<file path="src/rtl/piano_pkg.sv">
// Shared types and constants for the piano auto-play engine.
// Build option: AUTO_PLAY_LOOP_EN (song loops forever instead of stopping).
package piano_pkg;

  typedef enum logic [2:0] {
    ST_IDLE,
    ST_FETCH,
    ST_LOAD,
    ST_PLAY,
    ST_GAP,
    ST_DONE
  } state_e;

  localparam int NOTE_REST  = 0;
  localparam int NOTE_W_DEF = 4;
  localparam int DUR_W_DEF  = 26;

endpackage

</file>
<file path="src/rtl/auto_play_sequencer_if.sv">
// Song memory read bus between the sequencer and the song store.
// Build option: AUTO_PLAY_LOOP_EN (no effect on this bus).
interface auto_play_sequencer_if #(
  parameter int ADDR_W = 5,
  parameter int NOTE_W = 4,
  parameter int DUR_W  = 26
);

  logic [ADDR_W-1:0] mem_addr;
  logic [NOTE_W-1:0] mem_note;
  logic [DUR_W-1:0]  mem_duration;
  logic              mem_valid;

  modport master (
    output mem_addr,
    input  mem_note,
    input  mem_duration,
    input  mem_valid
  );

  modport slave (
    input  mem_addr,
    output mem_note,
    output mem_duration,
    output mem_valid
  );

endinterface

</file>
<file path="src/rtl/seq_down_counter.sv">
// Loadable down-counter that stops at zero and only moves when enabled.
// Build option: AUTO_PLAY_LOOP_EN (no effect here).
module seq_down_counter #(
  parameter int W = 8
) (
  input  logic         clk,
  input  logic         rst,
  input  logic         load,
  input  logic [W-1:0] load_val,
  input  logic         en,
  output logic         zero
);

  logic [W-1:0] cnt;

  always_ff @(posedge clk or posedge rst) begin
    if (rst) begin
      cnt <= '0;
    end else if (load) begin
      cnt <= load_val;
    end else if (en && cnt != '0) begin
      cnt <= cnt - W'(1);
    end
  end

  assign zero = (cnt == '0);

endmodule

</file>
<file path="src/rtl/auto_play_sequencer.sv">
// Auto-play engine: walks song memory and drives the buzzer key.
// Build option: AUTO_PLAY_LOOP_EN makes every song end restart the pass.
module auto_play_sequencer
  import piano_pkg::*;
#(
  parameter int ADDR_W     = 5,
  parameter int NOTE_W     = NOTE_W_DEF,
  parameter int DUR_W      = DUR_W_DEF,
  parameter int GAP_CYCLES = 5000000
) (
  input  logic              clk,
  input  logic              rst,
  input  logic              confirm_pulse,
  input  logic              pause_pulse,
  input  logic [ADDR_W-1:0] song_base,
  auto_play_sequencer_if.master mem,
  output logic              key_on,
  output logic [NOTE_W-1:0] key,
  output logic              playing,
  output logic              paused,
  output logic              song_done,
  output logic [ADDR_W-1:0] note_index
);

  localparam int GAP_W =
    (GAP_CYCLES > 1) ? $clog2(GAP_CYCLES) : 1;
  localparam logic [GAP_W-1:0] GAP_LD =
    GAP_W'((GAP_CYCLES > 0) ? GAP_CYCLES - 1 : 0);
  localparam bit HAS_GAP = (GAP_CYCLES != 0);
  localparam logic [NOTE_W-1:0] REST = NOTE_W'(NOTE_REST);

  state_e            state;
  logic [ADDR_W-1:0] addr_q;
  logic [ADDR_W-1:0] base_q;

  logic             dur_load;
  logic             dur_en;
  logic             dur_zero;
  logic [DUR_W-1:0] dur_ld_val;
  logic             gap_load;
  logic             gap_en;
  logic             gap_zero;

  logic play_end;
  logic gap_end;
  logic adv;
  logic at_last;
  logic song_end;

  assign mem.mem_addr = addr_q;
  assign note_index   = addr_q - base_q;

  // a zero duration still sounds for one cycle
  assign dur_ld_val = (mem.mem_duration == '0) ? '0
                    : mem.mem_duration - DUR_W'(1);

  assign play_end = (state == ST_PLAY) && !paused && dur_zero;
  assign gap_end  = (state == ST_GAP) && !paused && gap_zero;
  assign adv      = (play_end && !HAS_GAP) || gap_end;
  assign at_last  = (addr_q == '1);
  assign song_end = ((state == ST_LOAD) && !mem.mem_valid)
                 || (adv && at_last);

  assign dur_load = (state == ST_LOAD) && mem.mem_valid;
  assign dur_en   = (state == ST_PLAY) && !paused;
  assign gap_load = play_end && HAS_GAP;
  assign gap_en   = (state == ST_GAP) && !paused;

  seq_down_counter #(.W(DUR_W)) u_dur (
    .clk      (clk),
    .rst      (rst),
    .load     (dur_load),
    .load_val (dur_ld_val),
    .en       (dur_en),
    .zero     (dur_zero)
  );

  seq_down_counter #(.W(GAP_W)) u_gap (
    .clk      (clk),
    .rst      (rst),
    .load     (gap_load),
    .load_val (GAP_LD),
    .en       (gap_en),
    .zero     (gap_zero)
  );

  always_ff @(posedge clk or posedge rst) begin
    if (rst) begin
      state     <= ST_IDLE;
      addr_q    <= '0;
      base_q    <= '0;
      key       <= '0;
      key_on    <= 1'b0;
      playing   <= 1'b0;
      paused    <= 1'b0;
      song_done <= 1'b0;
    end else begin
      song_done <= 1'b0;
      if (confirm_pulse) begin
        addr_q  <= song_base;
        base_q  <= song_base;
        paused  <= 1'b0;
        key_on  <= 1'b0;
        playing <= 1'b1;
        state   <= ST_FETCH;
      end else begin
        unique case (state)
          ST_FETCH: state <= ST_LOAD;
          ST_LOAD: begin
            if (mem.mem_valid) begin
              key    <= mem.mem_note;
              key_on <= (mem.mem_note != REST);
              state  <= ST_PLAY;
            end
          end
          ST_PLAY: begin
            if (pause_pulse) begin
              paused <= !paused;
              key_on <= paused && (key != REST);
            end
            if (play_end) begin
              key_on <= 1'b0;
              state  <= ST_GAP;
            end
          end
          ST_GAP: begin
            if (pause_pulse) begin
              paused <= !paused;
            end
          end
          default: ;
        endcase
        // end-of-pass and advance take priority over the case above
        if (song_end) begin
          song_done <= 1'b1;
          key_on    <= 1'b0;
          paused    <= 1'b0;
`ifdef AUTO_PLAY_LOOP_EN
          addr_q    <= base_q;
          state     <= ST_FETCH;
`else
          playing   <= 1'b0;
          state     <= ST_DONE;
`endif
        end else if (adv) begin
          addr_q <= addr_q + ADDR_W'(1);
          paused <= 1'b0;
          state  <= ST_FETCH;
        end
      end
    end
  end

endmodule

</file>
<file path="src/flat_wrapper.sv">
// flat-port wrapper written by rule: the top's interface ports become plain ports
module auto_play_sequencer_flat import piano_pkg::*;
#(
  parameter int ADDR_W     = 5,
  parameter int NOTE_W     = NOTE_W_DEF,
  parameter int DUR_W      = DUR_W_DEF,
  parameter int GAP_CYCLES = 5000000
)
  (clk, rst, confirm_pulse, pause_pulse, song_base, key_on, key, playing, paused, song_done, note_index, mem_mem_addr, mem_mem_note, mem_mem_duration, mem_mem_valid);
  auto_play_sequencer_if #(.ADDR_W(ADDR_W), .NOTE_W(NOTE_W), .DUR_W(DUR_W)) mem_i ();
  input  logic clk;
  input  logic rst;
  input  logic confirm_pulse;
  input  logic pause_pulse;
  input  logic [ADDR_W-1:0] song_base;
  output logic key_on;
  output logic [NOTE_W-1:0] key;
  output logic playing;
  output logic paused;
  output logic song_done;
  output logic [ADDR_W-1:0] note_index;
  output wire logic [$bits(mem_i.mem_addr)-1:0] mem_mem_addr;
  input wire logic [$bits(mem_i.mem_note)-1:0] mem_mem_note;
  input wire logic [$bits(mem_i.mem_duration)-1:0] mem_mem_duration;
  input wire logic [$bits(mem_i.mem_valid)-1:0] mem_mem_valid;
  assign mem_mem_addr = mem_i.mem_addr;
  assign mem_i.mem_note = mem_mem_note;
  assign mem_i.mem_duration = mem_mem_duration;
  assign mem_i.mem_valid = mem_mem_valid;
  auto_play_sequencer #(.ADDR_W(ADDR_W), .NOTE_W(NOTE_W), .DUR_W(DUR_W), .GAP_CYCLES(GAP_CYCLES)) u_core (.clk(clk), .rst(rst), .confirm_pulse(confirm_pulse), .pause_pulse(pause_pulse), .song_base(song_base), .mem(mem_i), .key_on(key_on), .key(key), .playing(playing), .paused(paused), .song_done(song_done), .note_index(note_index));
endmodule
</file>
<file path="config.mk">
export PLATFORM = sky130hd
export DESIGN_NAME = auto_play_sequencer_flat
export DESIGN_NICKNAME = d
export VERILOG_FILES = /design/src/rtl/piano_pkg.sv /design/src/rtl/auto_play_sequencer_if.sv /design/src/rtl/seq_down_counter.sv /design/src/rtl/auto_play_sequencer.sv /design/src/flat_wrapper.sv
export SDC_FILE = /design/constraint.sdc
export NUM_CORES = 1
export LEC_CHECK = 0
export CORE_MARGIN = 8
export CORE_UTILIZATION = 57
export CTS_CLUSTER_DIAMETER = 200
export DETAILED_ROUTE_END_ITERATION = 10
export PLACE_DENSITY = 0.92
export SYNTH_ARGS = -nofsm -noshare
export SYNTH_HDL_FRONTEND = slang
export SYNTH_SLANG_ARGS = --single-unit
</file>
<file path="constraint.sdc">
create_clock -name clk -period 2.8 [get_ports clk]
set_input_delay 0.28 -clock clk [delete_from_list [all_inputs] [get_ports clk]]
set_output_delay 0.28 -clock clk [all_outputs]
set_load 0.01 [all_outputs]
</file>
After elaboration in Yosys (flattened, before gate mapping)
Index checks and enable logic that the tools add are counted.

Register bits: 70. Word-level logic and storage cells: 89.

Add/subtract/negate cells: 5. Eq/ne operators: 10. Muxes and demuxes: 29. Bitwise gates (word level): 1. Reductions and logical operators: 34.

Operators by type and width (number): $mux W26 (3); $logic_not A26 Y1 (2); $sub A26 B1 Y26 const B (2); $mux W23 (2); $reduce_bool A26 Y1 (1); $logic_not A23 Y1 (1); $reduce_bool A23 Y1 (1); $sub A23 B1 Y23 const B (1); $reduce_bool A4 Y1 (5); $mux W3 (5); $mux W5 (3); $mux W1 (14); $logic_and A1 B1 Y1 (10); $ne A5 B3 Y1 const B (2); $pmux W3 S3 (1); $reduce_and A3 Y1 (3); $reduce_bool A2 Y1 (4); $eq A3 B2 Y1 const B (2); $reduce_bool A6 Y1 (1); $add A5 B1 Y5 const B (1); $eq A5 B5 Y1 const B (1); $ne A5 B2 Y1 const B (1); $sub A5 B5 Y5 (1); $ne A4 B3 Y1 const B (1); other kinds (9) (11).

Logic depth before layout (Yosys ltp)
Word-level depth: 8. Depth in mapped cells: 9.

Cells and area by module
From an unflattened synthesis, not the netlist that was laid out.

Cell total of the unflattened synthesis: 573. Area total of the unflattened synthesis: 4893.4 um2.

By module, submodules not included: auto_play_sequencer (instances 1, cells an instance 237, area each 1866.8 um2, sequential area each 525.5 um2); seq_down_counter (u_core.u_dur) (instances 1, cells an instance 184, area each 1646.6 um2, sequential area each 650.6 um2); seq_down_counter (u_core.u_gap) (instances 1, cells an instance 152, area each 1380.1 um2, sequential area each 575.6 um2).

Worst setup path before layout
OpenSTA, ideal clock, no wires.

Path type: register to register. Start: reg u_core.u_gap.cnt[16]. End: reg u_core.addr_q[1] (netlist: u_core.mem.mem_addr[1]). Arrival time: 2017 ps. Path slack: 658 ps. Cell stages (with the launch flop): 6. Path buffers: 0. Clock period less this slack: 2142 ps. Path through: dfrtp_1 > or4_4 > nor4_4 > nand4_4 > mux2_1 > mux2_2.

Longest elaborated chain between the ends: 6. Elaborated cells between the ends (all ways): 7.

RTL lines: start: declaration (RTL line seq_down_counter.sv:14) `logic [W-1:0] cnt;`; start signal: assignment (RTL line seq_down_counter.sv:20) `cnt <= load_val;`; start signal: assignment (RTL line seq_down_counter.sv:22) `cnt <= cnt - W'(1);`; $logic_not A23 Y1 (*) (RTL line seq_down_counter.sv:26) `assign zero = (cnt == '0);`; $logic_and A1 B1 Y1 (*) (RTL line auto_play_sequencer.sv:58) `assign gap_end = (state == ST_GAP) && !paused && gap_zero;`; $logic_and A1 B1 Y1 (RTL line auto_play_sequencer.sv:62) `|| (adv && at_last);`; $logic_or A1 B1 Y1 (RTL line auto_play_sequencer.sv:62); $ne A2 B2 Y1 (no source line); $reduce_and A2 Y1 (no source line) (*); end signal: assignment (RTL line auto_play_sequencer.sv:100) `addr_q <= song_base;`; end signal: assignment (RTL line auto_play_sequencer.sv:146) `addr_q <= addr_q + ADDR_W'(1);`; end: declaration (RTL line auto_play_sequencer.sv:33) `logic [ADDR_W-1:0] addr_q;`.

Mark *: on every way between the ends. The rest lies on a longest branch, timed or not. A chain may end at the register's enable or synchronous reset.

Worst setup path after layout
Start: reg u_core.u_dur.cnt[14]. End: reg u_core.u_dur.cnt[12].

Longest elaborated chain between the ends: 3.

RTL lines: start: declaration (RTL line seq_down_counter.sv:14); start signal: assignment (RTL line seq_down_counter.sv:20); start signal: assignment (RTL line seq_down_counter.sv:22); $reduce_bool A26 Y1 (RTL line seq_down_counter.sv:21) `end else if (en && cnt != '0) begin`; $logic_and A1 B1 Y1 (RTL line seq_down_counter.sv:21); $reduce_bool A2 Y1 (no source line).

Every way passes these cells.

==> summary.md <==
| Metric | Value |
|---|---|
| Outcome | `finished clean` |
| Worst R2R Path Depth | `6` |
| Root Buffer | `clkbuf_8` |
| Initial antenna violation count | `0` |
| RSZ-0062 raised after global routing | `false` |
| DR vias/cell | `around 6` |
| Vias | `4329` |
| CTS hold repair buffers | `0` |
| Syn Nets | `~580` |
| Initial Utilization | `58.33%` |
| DRT Wirelength | `12.03 mm` |
| Rel. slew slack | `between 40% and 50%` |
| Crit Path Class | `reg2reg` |
| Worst-path fanout max | `18` |
| Clk sinks | `70` |
| Clk pin slew, worst setup/hold paths | `approximately 0.080 ns` |
| Clock latency on the worst-skew pair | `between 0.3 and 0.4 ns` |
| First-pass DRT Iterations | `6` |
| Fmax | `around 0.39 GHz` |
| Synth-to-Final Area Change | `20.28%` |
| Final net count | `roughly 650` |
| CTS tree | `built` |
| Share of layout cells above drive strength 1 | `around 11%` |
| R2R Path End | `u_core.u_dur.cnt[12]` |
| GRT Overall Usage | `a little over a fifth` |
| Synth cell types | `66` |
| DPL Wire Length | `around 8.9 mm` |
| Post-synth EDFFs | `0` |
| Wire length per cell | `17.07 um` |
| Async SR Flop Fraction | `between 90% and 100%` |
| Ranking of synthesized cells by area | `dfrtp_1 37%, xnor2_1 5.7%, nor2_1 4.0%` |
| Top cell type's share of synthesized area | `36.92%` |
| Leak pwr | `roughly 0.0024 uW` |
| Synth top cells by count | `70 x dfrtp_1, 51 x nor2_1, 44 x nand2_1, 32 x a21oi_1, 31 x xnor2_1` |
| Max-slew violation count | `0` |
| Antenna viol nets, final | `0` |
| Yosys reg bits | `70` |
| Vias in the first global route | `4449` |
| Final hold violation count | `0` |
| Post-route clock period utilization | `between 90% and 100%` |
| Setup ws final | `~0.22 ns` |
| Crit. End Element | `flip-flop` |
| CTS Buffer Depth | `2` |
| Post-synthesis sequential area ratio | `36.92%` |
| Total inserted antenna cells | `0` |
| First-pass GRT wire length | `roughly 20 mm` |
| Min-delay worst type | `in2async` |
| IO buf count | `57` |
| Starting DRT DRC Count | `between 300 and 400` |
| Post-layout min period | `about 2.6 ns` |
| Worst R2R Setup Slack | `around 0.22 ns` |
| DRC Markers | `0` |
| Syn Area/Cell | `approximately 9.0 um^2` |
| IO Pins | `just under 60` |
| Most frequent cell after synthesis | `dfrtp_1` |
| Cell Rows | `33` |
| Setup TNS | `0 ns` |
| Critical R2R Launch | `u_core.u_dur.cnt[14]` |
| Filler Cells Inserted | `around 600` |
| Max Cap Viol | `0` |
| Largest net degree at the start of global routing | `29` |
| Number of buffers created by CTS | `9` |
| Post-Place Worst Slack | `0.1920 ns` |
| Die area | `roughly 11000 um^2` |
| Mapped Cells | `about 530` |
| Die width | `roughly 110 um` |
| H-tree Lvls | `3` |
| Synth area leader | `dfrtp_1` |
| Worst EP required | `3.05 ns` |
| Worst slew pin tran | `around 0.78 ns` |
| Hold Slack | `~0.3 ns` |
| Core box area | `approximately 8000 um^2` |
| Final Util | `70.16%` |
| GPL Wtd Cong | `0.9338` |
| Final setup viols | `0` |
| Grt total ovfl | `0` |
| Pwr/cell area | `831.7 nW/um^2` |
| Post-synth top flop | `dfrtp_1` |
| Yosys warns | `0` |
| Worst vdd ir | `0.0005417 V` |
| Die Y-Extent | `around 110 um` |
| Critical Path AT | `2.83 ns` |
| Worst clock skew | `0.008002 ns` |
| Worst setup SP type | `flip-flop` |
| Cell Area, Synth | `roughly 4700 um^2` |
state kept, by name (all words and copies together), names as in the netlist:
signal and count:
u_core.u_dur.cnt 26, u_core.u_gap.cnt 23, u_core.base_q 5, u_core.mem.mem_addr 5, u_core.key 4, u_core.state 3, u_core.key_on 1, u_core.paused 1
u_core.playing 1, u_core.song_done 1
where the power goes:
part / leakage [uW] / switching [uW] / internal [uW] / total [uW]
sequential: 0.000910 / 419 / 1310 / 1730
combinational: 0.00134 / 1140 / 950 / 2090
clock: 0.000104 / 396 / 528 / 924
placed cells by master (no fill, tap or decap), drive strengths merged, types with 5 or more instances in the layout:
cell type,instances
a21oi,32
a31oi,9
and2,5
buf,16
clkbuf,13
clkdlybuf4s50,56
dfrtp,70
ha,12
inv,26
mux2,9
mux2i,5
nand2,44
nand3,23
nand4,9
nor2,51
nor3,20
nor3b,7
nor4,25
o21a,11
o21ai,27
o22a,6
o22ai,5
or3,11
or4,6
xnor2,31
xor2,13
how the worst max path moves through the flow:
stage / startpoint / end / slack (ns)
6_report: u_core.u_dur.cnt[14] / u_core.u_dur.cnt[12] / 0.22
5_1_grt: u_core.u_dur.cnt[14] / u_core.u_dur.cnt[17] / 0.03
4_1_cts: u_core.mem.mem_addr[0] / note_index[4] / 0.06
3_5_place_dp: mem_mem_duration[12] / u_core.u_dur.cnt[23] / 0.19
3_3_place_gp: mem_mem_duration[0] / u_core.u_dur.cnt[13] / 0.30
2_1_floorplan: u_core.u_gap.cnt[16] / u_core.mem.mem_addr[1] / 0.66
layout make-up:
cell class	instances	area [um^2]	area share [%]
clock buffer	13	148.9	2.609
clock inverter	3	67.56	1.184
inverter	26	97.59	1.710
multi-input combinational	415	2816	49.35
sequential	70	1752	30.70
tap	105	131.4	2.302
timing repair buffer	73	693.2	12.15
per-layer routing:
| layer | track usage [%] | wire length [um] | vias to the layer above |
|---|---|---|---|
| met5 | 0 | 0 | - |
| met3 | 4.019 | 716 | 27 |
| met2 | 37.51 | 6028 | 186 |
| met4 | 8.040 | 259 | 0 |
| met1 | 25.82 | 5028 | 2052 |
| li1 | - | - | 2064 |
repair_timing:
action                                  4_1_cts  5_1_grt
setup buffers                                 0        0
endpoints found under the setup margin        0        1
resized for setup                             0        1
metrics by stage:
step	total power (uW)	area [um^2]	std cells
6_report	4746	5707	705
5_1_grt	5006	5707	705
4_1_cts	4709	5704	705
3_5_place_dp	3772	5488	689
3_3_place_gp	3640	5488	689
2_1_floorplan	3101	4745	528
logic make-up (layout without fill, tap and decap cells):
family | count (synthesis) | in the layout | synth area share (%)
mux | 14 | 14 | 3.191
xor+xnor | 44 | 44 | 8.122
buf+inv | 43 | 115 | 3.718
compound gates | 121 | 121 | 16.96
simple gates | 223 | 223 | 27.51
flops | 70 | 70 | 36.92
fa+ha+maj | 13 | 13 | 3.586
critical path: stages (launching register included):
cell,delay [ns]
dfrtp_1,0.46
nor4_2,0.58
nand4_1,0.26
o21a_1,0.53
nor2_1,0.41
a21oi_1,0.10
a2bb2oi_1,0.14
Power figures use the tool's default switching activity.
